==> src/rtl/dsp_dual_mac.sv <==
// dsp_dual_mac -- two-lane multiply-accumulate sharing one unsigned operand.
//
// Lane AC accumulates a*c, lane BC accumulates b*c. Samples are framed by
// first/last; a completed sum is presented on ac/bc/ovf with a one-cycle
// valid_out pulse, three cycles after the sample carrying last.
//
// Pipeline: S1 input capture -> S2 exact products -> S3 accumulate/output.
//
// Optional build macro: DSP_DUAL_MAC_SAT_EN
//   defined   : overflowing accumulation clamps to the signed ACC_W limits
//   undefined : accumulation wraps modulo 2^ACC_W
// ovf reports overflow identically in both builds.
//
// Ports:
//   clk        in   clock, rising edge
//   rst_n      in   asynchronous active-low reset
//   en         in   sample valid (first/last/a/b/c ignored when 0)
//   first      in   sample starts a new sum
//   last       in   sample ends the current sum
//   a, b       in   [A_W]   signed operands for lanes AC and BC
//   c          in   [C_W]   unsigned operand shared by both lanes
//   ac, bc     out  [ACC_W] signed sums of the last completed sum
//   valid_out  out  one-cycle pulse when ac/bc/ovf update
//   ovf        out  overflow in either lane during the presented sum
//
// ACC_W must be at least A_W+C_W+1 so a single product always fits.

module dsp_dual_mac #(
    parameter int A_W   = 8,
    parameter int C_W   = 8,
    parameter int ACC_W = 24
) (
    input  logic             clk,
    input  logic             rst_n,
    input  logic             en,
    input  logic             first,
    input  logic             last,
    input  logic [A_W-1:0]   a,
    input  logic [A_W-1:0]   b,
    input  logic [C_W-1:0]   c,
    output logic [ACC_W-1:0] ac,
    output logic [ACC_W-1:0] bc,
    output logic             valid_out,
    output logic             ovf
);

    localparam int P_W = A_W + C_W + 1;

    localparam logic signed [ACC_W-1:0] ACC_MAX = {1'b0, {(ACC_W-1){1'b1}}};
    localparam logic signed [ACC_W-1:0] ACC_MIN = {1'b1, {(ACC_W-1){1'b0}}};

    // Valid shift: [1] = S1 holds a sample, [2] = S2 holds a product.
    logic [2:1] vld_pipe;

    // S1
    logic           s1_first, s1_last;
    logic [A_W-1:0] s1_a, s1_b;
    logic [C_W-1:0] s1_c;

    // S2
    logic                  s2_first, s2_last;
    logic signed [P_W-1:0] s2_pa, s2_pb;

    // S3 running state
    logic signed [ACC_W-1:0] acc_a, acc_b;
    logic                    acc_ovf;

    // Products: c is zero-extended so the shared operand stays unsigned.
    logic signed [P_W-1:0] prod_a, prod_b;
    always_comb begin
        prod_a = P_W'($signed(s1_a)) * P_W'($signed({1'b0, s1_c}));
        prod_b = P_W'($signed(s1_b)) * P_W'($signed({1'b0, s1_c}));
    end

    // One lane accumulate step. Returns {overflow, new_acc}. A load (first)
    // can never overflow because a product always fits in ACC_W.
    function automatic logic [ACC_W:0] lane_step(
        input logic signed [ACC_W-1:0] acc,
        input logic signed [P_W-1:0]   prod,
        input logic                    load
    );
        logic signed [ACC_W-1:0] pe, sum;
        logic                    ov;
        pe  = ACC_W'(prod);
        sum = acc + pe;
        ov  = 1'b0;
        if (load) begin
            sum = pe;
        end else begin
            // Signed overflow: operands agree in sign, result does not.
            ov = (acc[ACC_W-1] == pe[ACC_W-1]) && (sum[ACC_W-1] != acc[ACC_W-1]);
`ifdef DSP_DUAL_MAC_SAT_EN
            if (ov) sum = acc[ACC_W-1] ? ACC_MIN : ACC_MAX;
`endif
        end
        return {ov, sum};
    endfunction

    logic [ACC_W:0]          step_a, step_b;
    logic signed [ACC_W-1:0] nxt_a, nxt_b;
    logic                    nxt_ovf;
    always_comb begin
        step_a  = lane_step(acc_a, s2_pa, s2_first);
        step_b  = lane_step(acc_b, s2_pb, s2_first);
        nxt_a   = step_a[ACC_W-1:0];
        nxt_b   = step_b[ACC_W-1:0];
        // Sticky within a sum; a first sample starts clean.
        nxt_ovf = (acc_ovf & ~s2_first) | step_a[ACC_W] | step_b[ACC_W];
    end

    // S1: capture. en=0 leaves a bubble; control bits are qualified by en.
    always_ff @(posedge clk or negedge rst_n) begin
        if (!rst_n) begin
            vld_pipe[1] <= 1'b0;
            s1_first    <= 1'b0;
            s1_last     <= 1'b0;
            s1_a        <= '0;
            s1_b        <= '0;
            s1_c        <= '0;
        end else begin
            vld_pipe[1] <= en;
            s1_first    <= en & first;
            s1_last     <= en & last;
            if (en) begin
                s1_a <= a;
                s1_b <= b;
                s1_c <= c;
            end
        end
    end

    // S2: products
    always_ff @(posedge clk or negedge rst_n) begin
        if (!rst_n) begin
            vld_pipe[2] <= 1'b0;
            s2_first    <= 1'b0;
            s2_last     <= 1'b0;
            s2_pa       <= '0;
            s2_pb       <= '0;
        end else begin
            vld_pipe[2] <= vld_pipe[1];
            s2_first    <= s1_first;
            s2_last     <= s1_last;
            if (vld_pipe[1]) begin
                s2_pa <= prod_a;
                s2_pb <= prod_b;
            end
        end
    end

    // S3: accumulate, and publish on last
    always_ff @(posedge clk or negedge rst_n) begin
        if (!rst_n) begin
            acc_a     <= '0;
            acc_b     <= '0;
            acc_ovf   <= 1'b0;
            ac        <= '0;
            bc        <= '0;
            ovf       <= 1'b0;
            valid_out <= 1'b0;
        end else begin
            valid_out <= vld_pipe[2] & s2_last;
            if (vld_pipe[2]) begin
                acc_a   <= nxt_a;
                acc_b   <= nxt_b;
                acc_ovf <= nxt_ovf;
                if (s2_last) begin
                    ac  <= nxt_a;
                    bc  <= nxt_b;
                    ovf <= nxt_ovf;
                end
            end
        end
    end

endmodule

==> config.mk <==
export PLATFORM = sky130hd
export DESIGN_NAME = dsp_dual_mac
export DESIGN_NICKNAME = d
export VERILOG_FILES = /design/src/rtl/dsp_dual_mac.sv
export SDC_FILE = /design/constraint.sdc
export NUM_CORES = 1
export LEC_CHECK = 0
export ABC_AREA = 1
export ABC_CLOCK_PERIOD_IN_PS = 5100
export BUFFER_PORTS_ARGS = -buffer_cell sky130_fd_sc_hd__buf_2
export CAP_MARGIN = 0
export CORE_MARGIN = 2
export CORE_UTILIZATION = 60
export DETAILED_ROUTE_END_ITERATION = 8
export HOLD_SLACK_MARGIN = 0.03
export PLACE_DENSITY = 0.77
export SETUP_SLACK_MARGIN = 0.3
export SLEW_MARGIN = 20
export SYNTH_ARGS = -nofsm -noshare
export SYNTH_HDL_FRONTEND = slang
export SYNTH_SLANG_ARGS = --single-unit
==> constraint.sdc <==
create_clock -name clk -period 5.1 [get_ports clk]
set_input_delay 0.51 -clock clk [delete_from_list [all_inputs] [get_ports clk]]
set_output_delay 0.51 -clock clk [all_outputs]
set_load 0.1 [all_outputs]
### Yosys cells after proc, flatten, opt, wreduce, memory -nomap -nowiden

Index checks and enable logic that the tools add are counted.

| storage, ports and cells | value |
|---|---|
| bits in registers | 163 |
| output and inout bits | 50 |

| cells by class | value |
|---|---|
| add/subtract/negate cells | 2 |
| reductions and logical operators | 3 |
| muxes and demuxes | 4 |
| bitwise logic cells | 7 |
| equal/unequal tests | 4 |
| $mul | 2 |

Operators with widths:

| cell | count |
|---|---|
| $add 24x17->24 | 2 |
| $mux 24 | 2 |
| $mul 8x9->17 | 2 |
| $and 1x1->1 | 4 |
| $eq 1x1->1 | 2 |
| $logic_and 1x1->1 | 2 |
| $mux 1 | 2 |
| $ne 1x1->1 | 2 |
| $or 1x1->1 | 2 |
| $reduce_and 2->1 | 1 |
| $not 1->1 | 1 |

### Depth between registers and ports, before layout

Gate-level depths: netlist of the first run.

| depth | value |
|---|---|
| depth after elaboration | 6 |
| mapped depth | 24 |
| gate-level depth less buffers | 22 |

### Worst setup path before layout of the first run

Ideal clock, no wire load.

| timing | value |
|---|---|
| path kind | flip-flop to flip-flop |
| from | register s1_c[7] |
| to | register s2_pa[14] |
| buffers on the path | 2 |
| period minus slack after synthesis | 4.362 ns |
| arrival | 4.244 ns |
| cell stages (with the launch flop) | 20 |
| path slack | 0.738 ns |
| cell sequence | dfrtp_1 > clkbuf_1 > clkbuf_1 > nand2_1 > fa_1 > fa_1 > inv_1 > fa_1 > inv_1 > fa_1 > inv_1 > ha_1 > nand3_1 > nand2_1 > a21oi_1 > o21ai_2 > a21oi_1 > or2_2 > nand3_1 > nand2_1 |

| on the way | value |
|---|---|
| cells in the longest elaborated chain, start to end | 1 |

Ends and longest elaborated chain:

| what | line | text |
|---|---|---|
| start, declared | 58 | `logic [C_W-1:0] s1_c;` |
| start signal, assigned | 119 | `s1_c <= '0;` |
| start signal, assigned | 127 | `s1_c <= c;` |
| $mul 8x9->17 | 71 | `prod_a = P_W'($signed(s1_a)) * P_W'($signed({1'b0, s1_c}));` |
| end signal, assigned | 145 | `s2_pa <= prod_a;` |
| end, declared | 62 | `logic signed [P_W-1:0] s2_pa, s2_pb;` |

Every way passes these cells.
A chain may end at the register's enable or synchronous reset.

### Final worst setup path of the first run

| timing | value |
|---|---|
| from | register s1_b[7] |
| to | register s2_pb[13] |

| on the way | value |
|---|---|
| cells in the longest elaborated chain, start to end | 1 |

Ends and longest elaborated chain:

| what | line | text |
|---|---|---|
| start, declared | 57 | `logic [A_W-1:0] s1_a, s1_b;` |
| start signal, assigned | 118 | `s1_b <= '0;` |
| start signal, assigned | 126 | `s1_b <= b;` |
| $mul 8x9->17 | 72 | `prod_b = P_W'($signed(s1_b)) * P_W'($signed({1'b0, s1_c}));` |
| end signal, assigned | 146 | `s2_pb <= prod_b;` |
| end, declared | 62 |  |

Every way passes these cells.

==> results_tabular.tex, run 1 <==
\begin{tabular}{lr}
\hline
Metric & Value \\
\hline
\multicolumn{2}{l}{\textbf{Worst hold path}} \\
Worst Hold Class & input pin to asynchronous set/reset pin \\
\multicolumn{2}{l}{\textbf{Yosys}} \\
Synth Flop Type & sky130\_fd\_sc\_hd\_\_dfrtp\_1 \\
Post-synthesis instance total & 1931 \\
Synthesized flop and latch total & 163 \\
Top-area cell type share of the netlist area & 29.1\% \\
Post-Syn Area per Cell & 7.26 um2 \\
Ys async rst share & 100\% \\
Count of warnings emitted by yosys & 0 \\
Cell Area, Synth & 0.0140 mm2 \\
Most frequent cell after synthesis & sky130\_fd\_sc\_hd\_\_nand2\_1 \\
Top cell type by total area after synthesis & sky130\_fd\_sc\_hd\_\_dfrtp\_1 \\
Number of enable flip-flop cells after synthesis & 0 \\
Commonest cells in the synthesized netlist & sky130\_fd\_sc\_hd\_\_nand2\_1, sky130\_fd\_sc\_hd\_\_inv\_1, sky130\_fd\_sc\_hd\_\_dfrtp\_1 \\
Synth area leaders & sky130\_fd\_sc\_hd\_\_dfrtp\_1, sky130\_fd\_sc\_hd\_\_nand2\_1, sky130\_fd\_sc\_hd\_\_ha\_1 \\
Seq/Total Area, Yosys & 29.1\% \\
Net count after synthesis & 2168 \\
Post-synthesis cell type count & 43 \\
\multicolumn{2}{l}{\textbf{Global routing}} \\
Pin count of the biggest net entering global routing & 73 \\
Global-route wire length before repair & 56500 um \\
Antenna violations before repair & 0 \\
Global-route total usage across every layer & 28.7\% \\
Global-route congestion overflow total & 0 \\
Vias in the first global route & 11800 \\
\multicolumn{2}{l}{\textbf{Clocking}} \\
Clock transition at the registers of the reported paths & 0.07 ns \\
Clk sinks & 163 \\
Clk root buf & sky130\_fd\_sc\_hd\_\_clkbuf\_16 \\
Number of clock buffers inserted by TritonCTS & 17 \\
Clock tree from TritonCTS & built \\
Number of levels the H-tree was split into & 4 \\
Number of buffers on the longest clock path & 2 \\
Clock latency of the later-clocked register in the worst-skew pair & 0.45 ns \\
\multicolumn{2}{l}{\textbf{Flow run}} \\
Max-cap viol count & 0 \\
\multicolumn{2}{l}{\textbf{Timing}} \\
Pins Over Slew Limit & 0 \\
Minimum setup slack in the final design & 0.599 ns \\
Clock skew after layout & 0.0168 ns \\
Period Utilization, post-route & 88.2\% \\
Worst slew margin relative to its limit & 33.1\% \\
Minimum period implied by the final worst setup slack & 4.50 ns \\
Slew at the pin closest to its max-slew limit & 1.00 ns \\
Achievable frequency & 222 MHz \\
Final total negative setup slack & 0 ns \\
Final number of hold-violating endpoints & 0 \\
RSZ-0062 raised after global routing & no \\
\# setup viols final & 0 \\
\multicolumn{2}{l}{\textbf{Worst setup path}} \\
Worst r2r dst & s2\_pb[13] \\
Critical Path Start Type & register \\
Reg-to-reg startpoint & s1\_b[7] \\
Required time reported for the critical path endpoint & 5.43 ns \\
Endpoint type of the worst setup path & register \\
Register-to-register setup slack & 0.60 ns \\
Start-to-end type of the worst setup path & register to register \\
Critical Path Fanout Max & 9 \\
Worst Reg2Reg Path Length in Cells & 18 \\
Crit path DAT & 4.83 ns \\
\multicolumn{2}{l}{\textbf{Placement}} \\
Count of buffers inserted at the top-level ports & 78 \\
DPL Wire Length & 25100 um \\
GPL Wtd Cong & 0.932 \\
Dpl ws & 0.619 ns \\
\multicolumn{2}{l}{\textbf{Floorplan}} \\
Y dimension of the die & 157 um \\
Overall die area & 0.0246 mm2 \\
Horiz. Die Dim & 157 um \\
I/O pin count & 79 \\
Core area & 0.0228 mm2 \\
Number of core rows & 55 \\
Effective utilization at floorplan & 61.6\% \\
\multicolumn{2}{l}{\textbf{Layout}} \\
Sequential cell area in the final layout & 0.00409 mm2 \\
Post-synthesis to final-layout area growth & 8.22\% \\
Number of nets in the final layout & 2204 \\
Diodes inserted & 0 \\
Layout cell share with drive strength beyond 1 & 8.99\% \\
Multi-input combinational cell area & 0.00839 mm2 \\
Fill cell count & 2020 \\
\multicolumn{2}{l}{\textbf{Detailed routing}} \\
Drt drc & 0 \\
First-pass DRT Iterations & 6 \\
Routed WL per cell & 14.5 um \\
Remaining antenna violation count & 0 \\
Total detailed-routing wirelength & 33300 um \\
Total number of vias & 12100 \\
Detailed Route Iter0 Violations & 713 \\
Vias per Instance & 5.28 \\
\multicolumn{2}{l}{\textbf{Status}} \\
Result of the run & complete, no violations \\
\multicolumn{2}{l}{\textbf{Power and ir drop}} \\
Largest vdd supply drop & 0.481 mV \\
Internal Dissipation & 4.66 mW \\
Part of the power in the clock network & 12.5\% \\
Leak & 8.81 nW \\
Switching power total & 5.83 mW \\
Sw Ratio & 55.6\% \\
Part of the power in registers & 20.9\% \\
Proportion of power drawn by combinational gates & 66.6\% \\
Power per standard cell area & 691 mW/mm2 \\
\hline
\end{tabular}
-- worst max-delay path by stage --
stage          depth (start not counted)        end  slack, ns     from
5_1_grt                               17  s2_pa[14]       0.31  s1_c[2]
3_3_place_gp                          17  s2_pa[14]       0.69  s1_c[7]
4_1_cts                               18  s2_pb[13]       0.51  s1_c[6]
6_report                              18  s2_pb[13]       0.60  s1_b[7]
3_5_place_dp                          18  s2_pb[13]       0.62  s1_c[7]
2_1_floorplan                         19  s2_pa[14]       0.74  s1_c[7]
-- worst max-delay path, stage by stage, from the launching register on --
cell and delay (ns):
sky130_fd_sc_hd__dfrtp_1 0.40, sky130_fd_sc_hd__clkinv_1 0.30, sky130_fd_sc_hd__fa_1 0.54, sky130_fd_sc_hd__fa_1 0.56, sky130_fd_sc_hd__inv_1 0.06, sky130_fd_sc_hd__fa_1 0.52
sky130_fd_sc_hd__inv_1 0.05, sky130_fd_sc_hd__fa_1 0.47, sky130_fd_sc_hd__inv_1 0.04, sky130_fd_sc_hd__ha_1 0.32, sky130_fd_sc_hd__inv_1 0.07, sky130_fd_sc_hd__o21ai_0 0.24
sky130_fd_sc_hd__a31oi_1 0.11, sky130_fd_sc_hd__o21ai_0 0.30, sky130_fd_sc_hd__nand2_1 0.14, sky130_fd_sc_hd__nand3_1 0.09, sky130_fd_sc_hd__nand2_1 0.06, sky130_fd_sc_hd__nand3_1 0.06
sky130_fd_sc_hd__nand2_1 0.05
-- power groups by stage --
stage                     logic, mW  clock network (mW)  registers [mW]
final                          6.99                1.31            2.20
after global routing           7.87                1.38            2.26
after CTS                      6.97                1.32            2.19
after detailed placement       6.92                   0            2.20
after global placement         6.80                   0            2.20
after floorplan                4.34                   0            3.39
-- per-layer routing --
metal	wire (um)	up-vias	track usage, %	part of all wire (%)
met5	0	-	0	0
met4	543	0	7.65	1.6
met3	1460	45	3.82	4.4
met2	15400	305	48.5	46
met1	15800	5677	39.1	48
li1	-	6072	-	-
-- repair_timing --
| item | in CTS | in global routing |
|---|---|---|
| hold buffers | 0 | 0 |
| hold endpoints to repair | 0 | 0 |
| setup buffers | 0 | 0 |
| setup endpoints to repair | 0 | 2 |
| resized for setup | 0 | 5 |
-- flip-flops by register name (all words and copies together), names as in the netlist, 2 cells and up --
| signal | count |
|---|---|
| acc_a | 24 |
| ac | 24 |
| vld_pipe | 2 |
| s2_pb | 17 |
| bc | 24 |
| s1_b | 8 |
| s1_a | 8 |
| s1_c | 8 |
| s2_pa | 17 |
| acc_b | 24 |
-- kinds of logic (layout without fill, tap and decap cells) --
| kind of cell | Yosys count | after routing | synth area share (%) |
|---|---|---|---|
| xor+xnor | 20 | 20 | 1.25 |
| buf+inv | 406 | 455 | 11.1 |
| mux | 17 | 17 | 1.36 |
| fa+ha+maj | 208 | 208 | 22.6 |
| flops | 163 | 163 | 29.1 |
| simple gates | 914 | 914 | 26.6 |
| compound gates | 203 | 203 | 8.04 |
-- metrics by stage --
stage	cells	hold slack (ns)	utilization (%)	total power, mW	area, um2
5_1_grt	2293	0.128	66.6	11.5	15200
6_report	2293	0.0736	66.6	10.5	15200
3_3_place_gp	2261	0.333	64.0	9.00	14600
4_1_cts	2293	0.0948	66.6	10.5	15200
3_5_place_dp	2261	0.339	64.0	9.12	14600
2_1_floorplan	1931	0.214	-	7.73	14000
-- final cells by class --
cell class / count / share of cell area, %
Timing Repair Buffer: 87 / 3.06
Clock inverter: 14 / 0.932
Inverter: 336 / 8.31
Multi-Input combinational cell: 1362 / 55.3
Sequential cell: 163 / 26.9
Tap cell: 313 / 2.58
Clock buffer: 18 / 2.89
-- layout by cell type, fill, tap and decap left out, types with 5 or more instances in the layout --
cell type                   instances
sky130_fd_sc_hd__mux2_2            16
sky130_fd_sc_hd__buf_4              9
sky130_fd_sc_hd__o22ai_1            8
sky130_fd_sc_hd__nand2_1          654
sky130_fd_sc_hd__inv_1            331
sky130_fd_sc_hd__nand4_1           24
sky130_fd_sc_hd__dfrtp_2            6
sky130_fd_sc_hd__a21oi_1           59
sky130_fd_sc_hd__a31oi_1           27
sky130_fd_sc_hd__o21bai_1           5
sky130_fd_sc_hd__buf_2             77
sky130_fd_sc_hd__nor2_1            99
sky130_fd_sc_hd__o21ai_2            7
sky130_fd_sc_hd__xnor2_1           13
sky130_fd_sc_hd__xor2_1             7
sky130_fd_sc_hd__nand2_2           10
sky130_fd_sc_hd__clkbuf_16         17
sky130_fd_sc_hd__inv_6              6
sky130_fd_sc_hd__or2_2              8
sky130_fd_sc_hd__ha_1             132
sky130_fd_sc_hd__o21ai_0           82
sky130_fd_sc_hd__fa_1              76
sky130_fd_sc_hd__nor3_1            14
sky130_fd_sc_hd__nand3_1           89
sky130_fd_sc_hd__dfrtp_1          157
sky130_fd_sc_hd__o21ai_1            5
Power figures use the tool's default switching activity.
==> run 2: changes to the inputs <==
- ABC_CLOCK_PERIOD_IN_PS: 5100 -> 4650
- CORE_UTILIZATION: 60 -> 44
- PLACE_DENSITY: 0.77 -> 0.59
- SKIP_CTS_REPAIR_TIMING: unset -> 1
- clock period: 5.1 -> 4.65 ns (I/O delays scaled with it)
==> run 2 against run 1 <==
First-iteration DRC count decreased by 6.6%. Design area increased by 2.8%. Register-to-register slack got worse by 0.16 ns. Sequential power increased by 9%. Critical endpoint is now s2_pa[14]. Clock skew decreased by 0.0024 ns. Flip-flop and latch count unchanged. Critical path depth decreased by 1. Worst hold slack got worse by 0.055 ns. Total power increased by 13%. Routed wire length increased by 7.7%. Clock-buffer cell count increased by 1.
==> results_tabular.tex, run 2 (synthesis gave the netlist of run 1 again) <==
\begin{tabular}{lr}
\hline
Metric & Value \\
\hline
\multicolumn{2}{l}{\textbf{Timing}} \\
Clock skew after layout & 0.0144 ns (-0.00243 ns) \\
Worst slew margin relative to its limit & 28.9\% (-4.2 points) \\
Slew at the pin closest to its max-slew limit & 1.06 ns (+0.0625 ns) \\
Period Utilization, post-route & 90.6\% (+2.4 points) \\
WHS & 0.0182 ns (-0.0554 ns) \\
Minimum setup slack in the final design & 0.436 ns (-0.163 ns) \\
Pins Over Slew Limit & 0 (unchanged) \\
Minimum period implied by the final worst setup slack & 4.21 ns (-0.287 ns) \\
Final number of hold-violating endpoints & 0 (unchanged) \\
Achievable frequency & 237 MHz (+6.8\%) \\
RSZ-0062 raised after global routing & no \\
\# setup viols final & 0 (unchanged) \\
Final total negative setup slack & 0 ns (unchanged) \\
\multicolumn{2}{l}{\textbf{Power and ir drop}} \\
Pwr Total & 11.9 mW (+13\%) \\
Leak & 8.90 nW (+0.96\%) \\
Power per standard cell area & 763 mW/mm2 (+10\%) \\
Largest vdd supply drop & 0.459 mV (-4.6\%) \\
\multicolumn{2}{l}{\textbf{Detailed routing}} \\
Routed WL per cell & 14.9 um (+2.8\%) \\
Total number of vias & 12100 (-0.36\%) \\
First-pass DRT Iterations & 5 (-1) \\
Vias per Instance & 5.02 (-4.9\%) \\
Total detailed-routing wirelength & 35800 um (+7.7\%) \\
Detailed Route Iter0 Violations & 666 (-6.6\%) \\
Drt drc & 0 (unchanged) \\
Remaining antenna violation count & 0 (unchanged) \\
\multicolumn{2}{l}{\textbf{Clocking}} \\
Number of levels the H-tree was split into & 4 (unchanged) \\
Number of buffers on the longest clock path & 2 (unchanged) \\
Clk root buf & sky130\_fd\_sc\_hd\_\_clkbuf\_16 \\
Number of clock buffers inserted by TritonCTS & 17 (unchanged) \\
Clock tree from TritonCTS & built \\
Clk sinks & 163 (unchanged) \\
Clock transition at the registers of the reported paths & 0.07 ns (about the same) \\
Clock latency of the later-clocked register in the worst-skew pair & 0.45 ns (about the same) \\
\multicolumn{2}{l}{\textbf{Layout}} \\
Most common cell after layout, fill and taps aside & sky130\_fd\_sc\_hd\_\_nand2\_1 \\
Number of nets in the final layout & 2225 (+0.95\%) \\
Commonest cells after routing, fill and taps aside & sky130\_fd\_sc\_hd\_\_nand2\_1, sky130\_fd\_sc\_hd\_\_inv\_1, sky130\_fd\_sc\_hd\_\_dfrtp\_1 \\
Sequential cell area in the final layout & 0.00411 mm2 (+0.46\%) \\
Fill cell count & 3165 (+57\%) \\
Layout cell share with drive strength beyond 1 & 11.6\% (+2.6 points) \\
Final cell count without fillers & 2402 (+4.8\%) \\
Diodes inserted & 0 (unchanged) \\
Final core utilization & 49.5\% (-17 points) \\
Post-Layout Inst Area & 0.0156 mm2 (+2.8\%) \\
Multi-input combinational cell area & 0.00849 mm2 (+1.2\%) \\
Post-synthesis to final-layout area growth & 11.2\% \\
\multicolumn{2}{l}{\textbf{Global routing}} \\
Antenna violations before repair & 0 (unchanged) \\
Pin count of the biggest net entering global routing & 95 (+30\%) \\
Global-route wire length before repair & 60200 um (+6.6\%) \\
Global-route congestion overflow total & 0 (unchanged) \\
Global-route total usage across every layer & 22.5\% (-6.3 points) \\
Vias in the first global route & 12000 (+1.8\%) \\
\multicolumn{2}{l}{\textbf{Worst setup path}} \\
Required time reported for the critical path endpoint & 4.98 ns (-0.45 ns) \\
Critical Path Start Type & register \\
Crit path DAT & 4.54 ns (-0.29 ns) \\
Reg-to-reg startpoint & s1\_c[3] \\
Worst setup path startpoint & s1\_c[3] \\
Critical Path Fanout Max & 7 (-2) \\
Start-to-end type of the worst setup path & register to register \\
Endpoint type of the worst setup path & register \\
\multicolumn{2}{l}{\textbf{Floorplan}} \\
Overall die area & 0.0333 mm2 (+35\%) \\
Core area & 0.0315 mm2 (+38\%) \\
Horiz. Die Dim & 183 um (+16\%) \\
I/O pin count & 79 (unchanged) \\
Y dimension of the die & 183 um (+16\%) \\
Effective utilization at floorplan & 44.6\% (-17 points) \\
Number of core rows & 65 (+18\%) \\
\multicolumn{2}{l}{\textbf{Placement}} \\
GPL Wtd Cong & 0.885 (-5.1\%) \\
Post-Place Cells & 2350 (+3.9\%) \\
Post-DP Area & 0.0147 mm2 (+0.85\%) \\
DPL Wire Length & 26800 um (+6.6\%) \\
Count of buffers inserted at the top-level ports & 78 (unchanged) \\
Dpl ws & 0.156 ns (-0.463 ns) \\
\multicolumn{2}{l}{\textbf{Status}} \\
Result of the run & complete, no violations \\
\multicolumn{2}{l}{\textbf{Flow run}} \\
Max-cap viol count & 0 (unchanged) \\
\multicolumn{2}{l}{\textbf{Worst hold path}} \\
Worst Hold Class & input pin to asynchronous set/reset pin \\
\hline
\end{tabular}
run 2: worst max-delay path, cell delays in order (launching register included):
cell and delay [ns]:
sky130_fd_sc_hd__dfrtp_4 0.53, sky130_fd_sc_hd__buf_12 0.15, sky130_fd_sc_hd__nand2_1 0.05, sky130_fd_sc_hd__inv_1 0.06
sky130_fd_sc_hd__fa_1 0.59, sky130_fd_sc_hd__fa_1 0.45, sky130_fd_sc_hd__fa_1 0.53, sky130_fd_sc_hd__inv_2 0.04
sky130_fd_sc_hd__fa_1 0.54, sky130_fd_sc_hd__inv_2 0.05, sky130_fd_sc_hd__ha_4 0.27, sky130_fd_sc_hd__a21o_1 0.14
sky130_fd_sc_hd__a21oi_2 0.06, sky130_fd_sc_hd__o21ai_2 0.17, sky130_fd_sc_hd__a21oi_2 0.08, sky130_fd_sc_hd__or2_2 0.28
sky130_fd_sc_hd__nand3_1 0.07, sky130_fd_sc_hd__nand2_1 0.05
run 2: path summary, 6_finish.rpt:
| kind | to | slack (ns) | depth (start not counted) |
|---|---|---|---|
| max reg2reg | s2_pa[14] | 0.44 | 17 |
| max | s2_pa[14] | 0.44 | 17 |
| min reg2reg | s2_first | 0.35 | 0 |
| min in group clk | s1_first | 0.20 | 3 |
| min | bc[17] | 0.02 | 1 |
| max in group asynchronous | s1_c[6] | 3.63 | 2 |
run 2: area by class of cell:
class	count	share of cell area, %
Inverter	336	8.09
Clock buffer	19	2.90
Timing Repair Buffer	108	4.21
Tap cell	402	3.23
Multi-Input combinational cell	1362	54.5
Clock inverter	12	0.794
Sequential cell	163	26.3
run 2: report_power, final:
| group | switching (mW) | internal [mW] |
|---|---|---|
| registers | 0.427 | 1.97 |
| clock network | 0.659 | 0.773 |
| logic | 5.51 | 2.57 |
run 2: metal layers:
layer / vias to the layer above / track usage, % / wire (um)
met2: 241 / 37.4 / 16600
met4: 0 / 5.23 / 503
met5: - / 0 / 0
met3: 37 / 3.49 / 1390
met1: 5670 / 30.8 / 17300
li1: 6108 / - / -
==> run 3: changes to the inputs <==
- CTS_BUF_LIST: unset -> sky130_fd_sc_hd__clkbuf_4 sky130_fd_sc_hd__clkbuf_8
==> run 3 against run 2 <==
Critical endpoint unchanged. Flip-flop and latch count unchanged. Via count decreased by 0.37%. Design area decreased by 0.97%. Die area unchanged. Register-to-register slack improved by 0.02 ns. Non-clock buffer count increased by 5. Routed wire length about the same. Worst hold slack improved by 0.13 ns. Clock-buffer cell count unchanged. Clock skew increased by 0.0028 ns. Highest routed layer unchanged. Global-route usage about the same. Critical path depth unchanged.
==> results_tabular.tex, run 3 (synthesis gave the netlist of run 1 again) <==
\begin{tabular}{lr}
\hline
Metric & Value \\
\hline
\multicolumn{2}{l}{\textbf{Status}} \\
Result of the run & complete, no violations \\
\multicolumn{2}{l}{\textbf{Worst setup path}} \\
Critical Path Start Type & register \\
Crit-path max cell delay & 0.59 ns (about the same) \\
Endpoint type of the worst setup path & register \\
Start-to-end type of the worst setup path & register to register \\
Slowest CP cell & sky130\_fd\_sc\_hd\_\_fa\_1 \\
Crit path top cell by count & sky130\_fd\_sc\_hd\_\_fa\_1 \\
Required time reported for the critical path endpoint & 5.03 ns (+0.05 ns) \\
Buffer and inverter count on the worst path & 4 (unchanged) \\
Crit path DAT & 4.57 ns (+0.03 ns) \\
Cell family contributing the most delay on the critical path & adder cells \\
List of cells traversed by the critical path & buf\_6 > nand2\_1 > inv\_1 > fa\_1 > fa\_1 > fa\_1 > inv\_1 > fa\_1 > inv\_1 > ha\_4 > a21o\_1 > a21oi\_4 > o21ai\_2 > a21oi\_2 > or2\_2 > nand3\_1 > nand2\_1 \\
Critical Path Fanout Max & 6 (-1) \\
\multicolumn{2}{l}{\textbf{Power and ir drop}} \\
Internal Dissipation & 4.99 mW (-6.0\%) \\
Leak & 8.83 nW (-0.72\%) \\
Sw Ratio & 56.7\% (+1.3 points) \\
Switching power total & 6.53 mW (-0.96\%) \\
Part of the power in registers & 20.8\% (+0.6 points) \\
Proportion of power drawn by combinational gates & 69.9\% (+2.1 points) \\
Largest vdd supply drop & 0.457 mV (-0.57\%) \\
Power per standard cell area & 746 mW/mm2 (-2.3\%) \\
Part of the power in the clock network & 9.3\% (-2.7 points) \\
\multicolumn{2}{l}{\textbf{Clocking}} \\
Number of clock buffers inserted by TritonCTS & 17 (unchanged) \\
Number of buffers on the longest clock path & 2 (unchanged) \\
Clk sinks & 163 (unchanged) \\
Clk root buf & sky130\_fd\_sc\_hd\_\_clkbuf\_8 \\
Clock transition at the registers of the reported paths & 0.10 ns (+0.03 ns) \\
Clock tree from TritonCTS & built \\
Clock latency of the later-clocked register in the worst-skew pair & 0.50 ns (+0.05 ns) \\
Number of levels the H-tree was split into & 4 (unchanged) \\
\multicolumn{2}{l}{\textbf{Layout}} \\
Post-synthesis to final-layout area growth & 10.1\% \\
Commonest cells after routing, fill and taps aside & sky130\_fd\_sc\_hd\_\_nand2\_1, sky130\_fd\_sc\_hd\_\_inv\_1, sky130\_fd\_sc\_hd\_\_dfrtp\_1 \\
Number of nets in the final layout & 2230 (+0.22\%) \\
Layout cell share with drive strength beyond 1 & 11.6\% (+0.021 points) \\
Diodes inserted & 0 (unchanged) \\
Fill cell count & 3191 (+0.82\%) \\
Most common cell after layout, fill and taps aside & sky130\_fd\_sc\_hd\_\_nand2\_1 \\
\multicolumn{2}{l}{\textbf{Floorplan}} \\
Horiz. Die Dim & 183 um (unchanged) \\
Effective utilization at floorplan & 44.6\% (unchanged) \\
Number of core rows & 65 (unchanged) \\
Overall die area & 0.0333 mm2 (unchanged) \\
Core area & 0.0315 mm2 (unchanged) \\
Y dimension of the die & 183 um (unchanged) \\
I/O pin count & 79 (unchanged) \\
\multicolumn{2}{l}{\textbf{Detailed routing}} \\
Remaining antenna violation count & 0 (unchanged) \\
Routed WL per cell & 14.9 um (-0.16\%) \\
Total detailed-routing wirelength & 35900 um (about the same) \\
Total number of vias & 12000 (-0.37\%) \\
Drt drc & 0 (unchanged) \\
Detailed Route Iter0 Violations & 681 (+2.3\%) \\
First-pass DRT Iterations & 5 (unchanged) \\
Vias per Instance & 4.99 (-0.58\%) \\
\multicolumn{2}{l}{\textbf{Timing}} \\
RSZ-0062 raised after global routing & no \\
Final total negative setup slack & 0 ns (unchanged) \\
\# setup viols final & 0 (unchanged) \\
Minimum period implied by the final worst setup slack & 4.19 ns (-0.0230 ns) \\
Final number of hold-violating endpoints & 0 (unchanged) \\
Worst slew margin relative to its limit & 29.6\% (+0.72 points) \\
Clock skew after layout & 0.0172 ns (+0.00281 ns) \\
Period Utilization, post-route & 90.1\% (-0.49 points) \\
Pins Over Slew Limit & 0 (unchanged) \\
Minimum setup slack in the final design & 0.459 ns (+0.0230 ns) \\
Slew at the pin closest to its max-slew limit & 1.05 ns (-0.0108 ns) \\
Achievable frequency & 239 MHz (+0.55\%) \\
\multicolumn{2}{l}{\textbf{Global routing}} \\
Vias in the first global route & 12000 (-0.19\%) \\
Antenna violations before repair & 0 (unchanged) \\
Global-route total usage across every layer & 22.4\% (-0.035 points) \\
Pin count of the biggest net entering global routing & 95 (unchanged) \\
Global-route congestion overflow total & 0 (unchanged) \\
Global-route wire length before repair & 60000 um (-0.22\%) \\
\multicolumn{2}{l}{\textbf{Worst hold path}} \\
Worst Hold Class & input pin to register \\
\multicolumn{2}{l}{\textbf{Placement}} \\
DPL Wire Length & 26800 um (unchanged) \\
Count of buffers inserted at the top-level ports & 78 (unchanged) \\
GPL Wtd Cong & 0.885 (unchanged) \\
Dpl ws & 0.156 ns (unchanged) \\
\multicolumn{2}{l}{\textbf{Flow run}} \\
Max-cap viol count & 0 (unchanged) \\
\hline
\end{tabular}
==> run 3: final timing paths <==
| path | startpoint | endpoint | slack (ns) | depth (start not counted) |
|---|---|---|---|---|
| max | s1_c[3] | s2_pa[14] | 0.46 | 17 |
| min | first | s1_first | 0.15 | 3 |
| max reg2reg | s1_c[3] | s2_pa[14] | 0.46 | 17 |
| min reg2reg | s1_first | s2_first | 0.36 | 0 |
| max in group asynchronous | rst_n | s1_c[6] | 3.12 | 3 |
| min in group asynchronous | rst_n | bc[17] | 0.53 | 2 |
==> run 3: metal layers <==
layer  up-vias  GRT usage, %  share of wire, %
met1      5617          30.8                48
met4         0          5.55               1.7
met2       241          37.3                46
met5         -             0                 0
met3        42          3.29               3.7
li1       6111             -                 -
==> run 3: power groups by stage <==
stage	Combinational [mW]	Sequential [mW]	Clock, mW
6_report	8.05	2.40	1.07
5_1_grt	9.08	2.47	1.16
4_1_cts	7.75	2.40	1.11
3_5_place_dp	7.71	2.43	0
3_3_place_gp	7.65	2.41	0
2_1_floorplan	4.76	3.72	0
==> run 3: cell type report <==
| class | instances | area (um2) | share of cell area (%) |
|---|---|---|---|
| clock buffer | 19 | 262 | 1.69 |
| clock inverter | 12 | 124 | 0.802 |
| inverter | 336 | 1260 | 8.17 |
| multi-input combinational | 1362 | 8490 | 55.0 |
| sequential | 163 | 4110 | 26.6 |
| tap | 402 | 503 | 3.26 |
| timing repair buffer | 113 | 696 | 4.50 |
==> run 3: worst register-to-register path, delay by kind of cell (launching register included) <==
family / cells / cell delay, ns
buf+inv: 4 / 0.31
flops: 1 / 0.54
compound gates: 4 / 0.46
fa+ha+maj: 5 / 2.32
simple gates: 4 / 0.45
==> run 3: through the flow <==
| step | area [um2] | power [mW] | std cells | utilization (%) | hold slack [ns] |
|---|---|---|---|---|---|
| 2_1_floorplan | 14000 | 8.47 | 1931 | - | 0.169 |
| 3_3_place_gp | 14700 | 10.1 | 2350 | 46.7 | 0.331 |
| 3_5_place_dp | 14700 | 10.1 | 2350 | 46.7 | 0.337 |
| 4_1_cts | 15100 | 11.3 | 2381 | 48.0 | -0.0254 |
| 5_1_grt | 15400 | 12.7 | 2407 | 49.1 | 0.156 |
| 6_report | 15400 | 11.5 | 2407 | 49.1 | 0.145 |
